**src/rtl/lm75a_i2c_reader.sv**
```systemverilog
// LM75A temperature reader: I2C master fetching the 16-bit register at pointer 0x00.
// Open-drain bus: *_oe=1 pulls the line low, 0 releases it.
module lm75a_i2c_reader #(
  parameter int         CLK_HZ      = 50_000_000,
  parameter int         SCL_HZ      = 100_000,
  parameter logic [6:0] DEV_ADDR    = 7'h48,
  parameter int         POLL_CYCLES = 25_000_000
) (
  input  logic        clk,
  input  logic        rst,
  input  logic        start,
  input  logic        sda_i,
  output logic        sda_oe,
  output logic        scl_oe,
  output logic [15:0] data,
  output logic        data_valid,
  output logic        busy,
  output logic        ack_err
);
  localparam int QTR = CLK_HZ / (4 * SCL_HZ);
  localparam int QW = (QTR > 1) ? $clog2(QTR) : 1;
  localparam int PW = (POLL_CYCLES > 1) ? $clog2(POLL_CYCLES) : 1;
  localparam logic [QW-1:0] Q_LAST = QW'(QTR - 1);
  localparam logic [PW-1:0] POLL_MAX = PW'(POLL_CYCLES - 1);

  typedef enum logic [3:0] {
    S_IDLE, S_START, S_ADDR_W, S_ACK_W, S_PTR, S_ACK_P,
    S_RSTART, S_ADDR_R, S_ACK_R, S_RD_MSB, S_MACK,
    S_RD_LSB, S_MNACK, S_STOP, S_DONE
  } state_t;

  state_t        r_state;
  logic [1:0]    r_sync;
  logic [QW-1:0] r_qcnt;
  logic [1:0]    r_q;
  logic [2:0]    r_bit;
  logic [7:0]    r_tx;
  logic [15:0]   r_rx;
  logic [PW-1:0] r_poll;
  logic          r_nack;

  logic w_tick;
  logic w_poll_hit;
  logic w_sda;
  logic w_tx_st;
  logic w_ack_st;
  logic w_rd_st;
  logic w_q0_sda;

  assign w_tick     = (r_qcnt == Q_LAST);
  assign w_poll_hit = (POLL_CYCLES != 0) && (r_poll == POLL_MAX);
  assign w_sda      = r_sync[1];
  assign w_tx_st    = (r_state == S_ADDR_W) || (r_state == S_PTR) ||
                      (r_state == S_ADDR_R);
  assign w_ack_st   = (r_state == S_ACK_W) || (r_state == S_ACK_P) ||
                      (r_state == S_ACK_R);
  assign w_rd_st    = (r_state == S_RD_MSB) || (r_state == S_RD_LSB);
  // SDA level set up while SCL is low at the start of each bit
  assign w_q0_sda   = w_tx_st ? ~r_tx[7] :
                      ((r_state == S_STOP) || (r_state == S_MACK));

  always_ff @(posedge clk or posedge rst) begin
    if (rst) begin
      r_sync <= 2'b11;
    end else begin
      r_sync <= {r_sync[0], sda_i};
    end
  end

  always_ff @(posedge clk or posedge rst) begin
    if (rst) begin
      r_state    <= S_IDLE;
      r_qcnt     <= '0;
      r_q        <= '0;
      r_bit      <= '0;
      r_tx       <= '0;
      r_rx       <= '0;
      r_poll     <= '0;
      r_nack     <= 1'b0;
      sda_oe     <= 1'b0;
      scl_oe     <= 1'b0;
      data       <= '0;
      data_valid <= 1'b0;
      busy       <= 1'b0;
      ack_err    <= 1'b0;
    end else begin
      data_valid <= 1'b0;
      if (r_state == S_IDLE) begin
        r_qcnt <= '0;
        r_q    <= '0;
        r_bit  <= '0;
        if (start || w_poll_hit) begin
          r_state <= S_START;
          busy    <= 1'b1;
          ack_err <= 1'b0;
          r_nack  <= 1'b0;
          r_tx    <= {DEV_ADDR, 1'b0};
          r_poll  <= '0;
        end else if (POLL_CYCLES != 0) begin
          r_poll <= r_poll + 1'b1;
        end
      end else begin
        // an expiry during a transfer is held so one auto-read follows
        if ((POLL_CYCLES != 0) && !w_poll_hit) r_poll <= r_poll + 1'b1;
        r_qcnt <= w_tick ? '0 : r_qcnt + 1'b1;
        if (r_state == S_DONE) begin
          r_state <= S_IDLE;
          busy    <= 1'b0;
        end else if (w_tick) begin
          r_q <= r_q + 2'd1;
          unique case (r_q)
            2'd0: sda_oe <= w_q0_sda;
            2'd1: scl_oe <= 1'b0;
            2'd2: begin
              if ((r_state == S_START) || (r_state == S_RSTART))
                sda_oe <= 1'b1;
              if (r_state == S_STOP) sda_oe <= 1'b0;
              if (w_ack_st) begin
                r_nack <= w_sda;
                if (w_sda) ack_err <= 1'b1;
              end
              if (w_rd_st) r_rx <= {r_rx[14:0], w_sda};
            end
            2'd3: begin
              scl_oe <= (r_state != S_STOP);
              if (w_tx_st || w_rd_st) r_bit <= r_bit + 3'd1;
              if (w_tx_st) r_tx <= {r_tx[6:0], 1'b0};
              unique case (r_state)
                S_START:  r_state <= S_ADDR_W;
                S_ADDR_W: if (r_bit == 3'd7) r_state <= S_ACK_W;
                S_ACK_W: begin
                  r_state <= r_nack ? S_STOP : S_PTR;
                  r_tx    <= 8'h00;
                end
                S_PTR:    if (r_bit == 3'd7) r_state <= S_ACK_P;
                S_ACK_P:  r_state <= r_nack ? S_STOP : S_RSTART;
                S_RSTART: begin
                  r_state <= S_ADDR_R;
                  r_tx    <= {DEV_ADDR, 1'b1};
                end
                S_ADDR_R: if (r_bit == 3'd7) r_state <= S_ACK_R;
                S_ACK_R:  r_state <= r_nack ? S_STOP : S_RD_MSB;
                S_RD_MSB: if (r_bit == 3'd7) r_state <= S_MACK;
                S_MACK:   r_state <= S_RD_LSB;
                S_RD_LSB: if (r_bit == 3'd7) r_state <= S_MNACK;
                S_MNACK:  r_state <= S_STOP;
                S_STOP: begin
                  r_state <= S_DONE;
                  if (!r_nack) begin
                    data       <= r_rx;
                    data_valid <= 1'b1;
                  end
                end
                default:  r_state <= S_IDLE;
              endcase
            end
          endcase
        end
      end
    end
  end
endmodule

```
**config.mk**
```make
export PLATFORM = sky130hd
export DESIGN_NAME = lm75a_i2c_reader
export DESIGN_NICKNAME = d
export VERILOG_FILES = /design/src/rtl/lm75a_i2c_reader.sv
export SDC_FILE = /design/constraint.sdc
export NUM_CORES = 1
export LEC_CHECK = 0
export CORE_MARGIN = 2
export CORE_UTILIZATION = 58
export DETAILED_ROUTE_END_ITERATION = 8
export GPL_TIMING_DRIVEN = 0
export HOLD_SLACK_MARGIN = 0.02
export PLACE_DENSITY_LB_ADDON = 0.3
export RECOVER_POWER = 25
export SETUP_SLACK_MARGIN = 0.15
export SYNTH_ARGS = -nofsm -noshare
export SYNTH_HDL_FRONTEND = slang
export SYNTH_SLANG_ARGS = --single-unit
```
**constraint.sdc**
```tcl
create_clock -name clk -period 3.2 [get_ports clk]
set_input_delay 0.32 -clock clk [delete_from_list [all_inputs] [get_ports clk]]
set_output_delay 0.32 -clock clk [all_outputs]
set_load 0.01 [all_outputs]
```
======== Yosys cells after proc, flatten, opt, wreduce, memory -nomap -nowiden ========
Cells that the tools add are included.
cells by class
  add/subtract/negate cells ............... 4
  equal/unequal tests ..................... 30
  mux-type cells .......................... 60
  bitwise gates (word level) .............. 4
  reductions and logical operators ........ 34
operators with widths
  kind                                                    number
  two-way mux 25 bit                                      3
  case mux 4 bit (13 select lines)                        1
  two-way mux 4 bit                                       12
  two-way mux 8 bit                                       6
  equality test 4 bit (second input constant)             7
  adder 25 x 1 -> 25 bit (second input constant)          1
  equality test 25 bit (second input constant)            1
  two-way mux 1 bit                                       24
  inequality test 4 x 1 -> 1 bit (second input constant)  5
  AND reduction 5 bit                                     4
  two-way mux 3 bit                                       6
  nonzero test 2 bit                                      9
  equality test 4 x 3 -> 1 bit (second input constant)    4
  case mux 8 bit (2 select lines)                         1
  two-way mux 7 bit                                       2
  AND reduction 6 bit                                     2
  logical OR 1 bit                                        9
  equality test 4 x 2 -> 1 bit (second input constant)    2
  AND reduction 4 bit                                     2
  AND reduction 8 bit                                     1
  adder 7 x 1 -> 7 bit (second input constant)            1
  equality test 7 bit (second input constant)             1
  two-way mux 2 bit                                       3
  nonzero test 3 bit                                      2
  16 further kinds                                        23
storage, ports and cells
  flip-flop bits (word level) ............. 89
  input port bits ......................... 4
  word-level logic and storage cells ...... 147

======== Longest topological paths before layout ========
  depth in word-level cells ............... 9
  gate-level depth with buffers ........... 8
  mapped depth without buffers ............ 6

======== Worst setup path after synthesis ========
Ideal clock, no wire load.
  path kind ............................... register to register
  from .................................... register r_poll[0]
  to ...................................... register r_poll[3]
  data arrival time ....................... 1.809 ns
  required time ........................... 3.074 ns
  path slack .............................. 1.265 ns
  cell stages (with the launch flop) ...... 9
  cell sequence ........................... dfrtp_1 > ha_1 > and4_1 > nand2_1 > nor3_2 > o21a_1 > buf_2 > buf_2 > a211oi_1
on the way
  word-level cells in the longest chain between the ends .. 4
RTL lines
  what                                                                            RTL line  RTL
  start: declaration                                                              39        logic [PW-1:0] r_poll;
  start signal: assignment                                                        100       r_poll <= r_poll + 1'b1;
  start signal: assignment                                                        104       if ((POLL_CYCLES != 0) && !w_poll_hit) r_poll <= r_poll + 1'b1;
  parallel branches: the longest is 4 deep, another holds adder 25 x 1 -> 25 bit  n/a
Several ways; the timed one is not identified. The select of a mux whose other input is x is not followed.
A chain may end at the register's enable or synchronous reset.

======== Final worst setup path ========
  from .................................... register r_poll[0]
  to ...................................... register r_poll[4]
The elaborated chain is that of the path after synthesis.

==> flow_summary_export.csv <==
group,metric,value,unit
timing,grt_setup_unrepaired,"no",
floorplan,start_util,59.4,%
cells_and_area,areaGrowthSynthToFinish,13.6,%
drt,post_drt_wl_per_cell,14.8,um
timing,finalSetupTns,0,ps
cells_and_area,final_cell_mix,"87 x dfrtp_1, 38 x nor2_1, 25 x mux2_2",
status,outcome,"finished with violations",
timing,finClkSkew,13.3,ps
drt,dr.pass1.iters,4,
timing,period_share,71.9,%
run,cap_violations,1,
timing,final.min_clock_period,2300,ps
worst_setup_path,critical_path.cell_chain,"ha_1, and4_1, nand2_1, nor3_2, o21a_1, buf_2, buf_2, a211oi_1",
synthesis,synth_top_area_share,50.8,%
worst_setup_path,crit_path_top_delay_cell,"nor3_2",
synthesis,yosys-mux-area-fraction,10.9,%
drt,drc,0,
cells_and_area,fin_util,67.5,%
worst_setup_path,max_stage_delay,480,ps
global_routing,overflow,0,
synthesis,syn_area_per_cell,11.4,um2
clocking,clock-root-buffer,"clkbuf_8",
clocking,cts_setup_buffers,0,
synthesis,yosys.area.top_type,"dfrtp_1",
global_routing,antenna_found_initial,0,
drt,via_count,2903,
timing,tightest_slew,1510,ps
floorplan,ioPinCount,25,
global_routing,grt_pass1_vias,2774,
clocking,cts_sinks,89,
placement,portBuffers,24,
clocking,cts_made_buffers,9,
worst_setup_path,startpoint_type,"register",
hold_path,hold_path_class,"reg -> reg",
synthesis,synth-compound-area-share,9.09,%
synthesis,synthArstFlopShare,100,%
placement,dp.cells,499,
cells_and_area,layout-drive-gt1-share,18.8,%
synthesis,synthAdderAreaFrac,2.86,%
synthesis,synth_top_family_by_area,"simple AND/OR/NAND/NOR gates",
cells_and_area,n_antenna_cell,0,
placement,dp_hpwl,5250,um
pwr,power_density,583,nW/um2
global_routing,grt_max_degree,57,
drt,wirelength,7620,um
drt,drtIter0Drc,148,
clocking,ctsHtreeMaxLevel,3,
synthesis,synth_xor_xnor_area_share,5.32,%
clocking,cts_tree,"done",
synthesis,yosysWarnings,0,
cells_and_area,fillers,554,
floorplan,die-width,89.9,um
clocking,cts_resized,0,
cells_and_area,final_cells,515,
clocking,cts_hold_buf,0,
timing,finalHoldViolCount,0,
synthesis,yosysSeqAreaShare,52.1,%
drt,viasPerCell,5.64,
floorplan,fp.dieH,89.9,um
floorplan,rows,31,
synthesis,yosysUniqueCellTypes,60,
clocking,clkLatencyLatePin,360,ps
pwr,vdd_ir_drop_max,0.343,mV
worst_setup_path,cp_data_required_time,3440,ps
pwr,total_power,2840,uW
timing,slew_headroom,-1.42,%
clocking,clockBufferDepth,2,
clocking,clk_pin_slew,100,ps
floorplan,coreArea,7210,um2
status,failed_checks,"capacitance limit, slew limit",
synthesis,synth_edf_count,0,
synthesis,synthFlopType,"dfrtp_1",
pwr,power.leakage,0.00227,uW
global_routing,grt_use_total,19.8,%
synthesis,yosys.area_share.simple,16.3,%
drt,ant_nets,0,
cells_and_area,final_common_cell,"dfrtp_1",
worst_setup_path,path_max_fanout,10,
timing,timing.fmax,0.434,GHz
placement,place_congestion,0.829,
worst_setup_path,cpMostUsedCell,"buf_2",
worst_setup_path,crit_type,"reg -> reg",
timing,setup_viol,0,
worst_setup_path,crit_arrival,2550,ps
worst_setup_path,cp-end-kind,"register",
synthesis,ys_ff_latch,89,
floorplan,dieArea,8090,um2
timing,finalMaxSlewViolations,34,
synthesis,netlist_instances,375,
global_routing,grt_pass1_wl,13100,um
cells_and_area,nNetsFinal,424,
synthesis,synth_nets,388,
synthesis,syn_area,4280,um2
synthesis,synth_area_leaders,"dfrtp_1 51%, mux2_2 6.6%, xor2_1 3.7%",
==> stage by stage <==
stage	setup slack [ps]	area (um2)	hold slack, ps
after floorplan	576	4280	324
after global placement	-717	4650	348
after detailed placement	884	4680	348
after CTS	872	4870	312
after global routing	700	4870	370
final	898	4870	361
==> cell type report <==
class	instances	area [um2]	share of cell area, %
inverter	13	50.0	1.03
multi-input combinational	256	1910	39.2
clock buffer	9	124	2.54
clock inverter	7	67.6	1.39
timing repair buffer	25	268	5.50
buffer	17	97.6	2.01
sequential	89	2230	45.8
tap	99	124	2.54
==> Yosys cell counts, types with 4 or more instances <==
library cell	number
ha_1	9
nand4_1	11
mux2_2	25
a31oi_1	4
buf_2	6
nand3_1	15
mux2i_1	4
and3_1	5
and4_1	5
a32o_1	7
a21oi_1	8
a211oi_1	4
xor2_1	18
and2_1	4
o21ai_0	9
mux2_4	9
dfrtp_1	87
nor2_1	38
a211o_1	4
xnor2_1	8
nand2_1	18
inv_1	13
clkbuf_1	6
nor3_1	5
==> worst paths after layout <==
path	start	to	slack [ps]	cells after the start
max in group asynchronous	rst	r_sync[0]	1580	3
min in group asynchronous	rst	data[3]	750	2
min	r_sync[0]	r_sync[1]	360	0
min reg2reg	r_sync[0]	r_sync[1]	360	0
max reg2reg	r_poll[0]	r_poll[4]	900	8
max	r_poll[0]	r_poll[4]	900	8
==> power breakdown <==
part	total (uW)	internal, uW	switching [uW]
Combinational	691	298	393
Sequential	1400	1260	143
Clock	743	301	442
==> registers in the layout, indices dropped and copies added (netlist names), 2 cells and up <==
name and cells:
r_rx 16, r_bit 3, r_q 2, r_poll 25, r_state 4, r_qcnt 7, r_tx 8, r_sync 2
data 16
==> kinds of logic after synthesis <==
| family | after synthesis |
|---|---|
| DFF | 89 |
| and+or+nand+nor | 128 |
| muxes | 39 |
| xor gates and xnor gates | 26 |
| buffers and inverters | 30 |
| adders and majority gates | 10 |
| AOI/OAI and AO/OA | 53 |
==> worst max-delay path, delay by kind of cell, from the launching register on <==
kind	cells	cell delay, ps
fa+ha+maj	1	250
compound gates	2	240
simple gates	3	810
flops	1	430
buf+inv	2	450
==> routing by layer <==
layer	global-route usage (%)	vias up	share of wire (%)
li1	-	1412	-
met1	28.2	1414	49
met2	30.9	63	46
met3	2.85	14	3.4
met4	8.21	0	1.9
met5	0	-	0
Note: power is estimated with default switching activity, not from simulation.
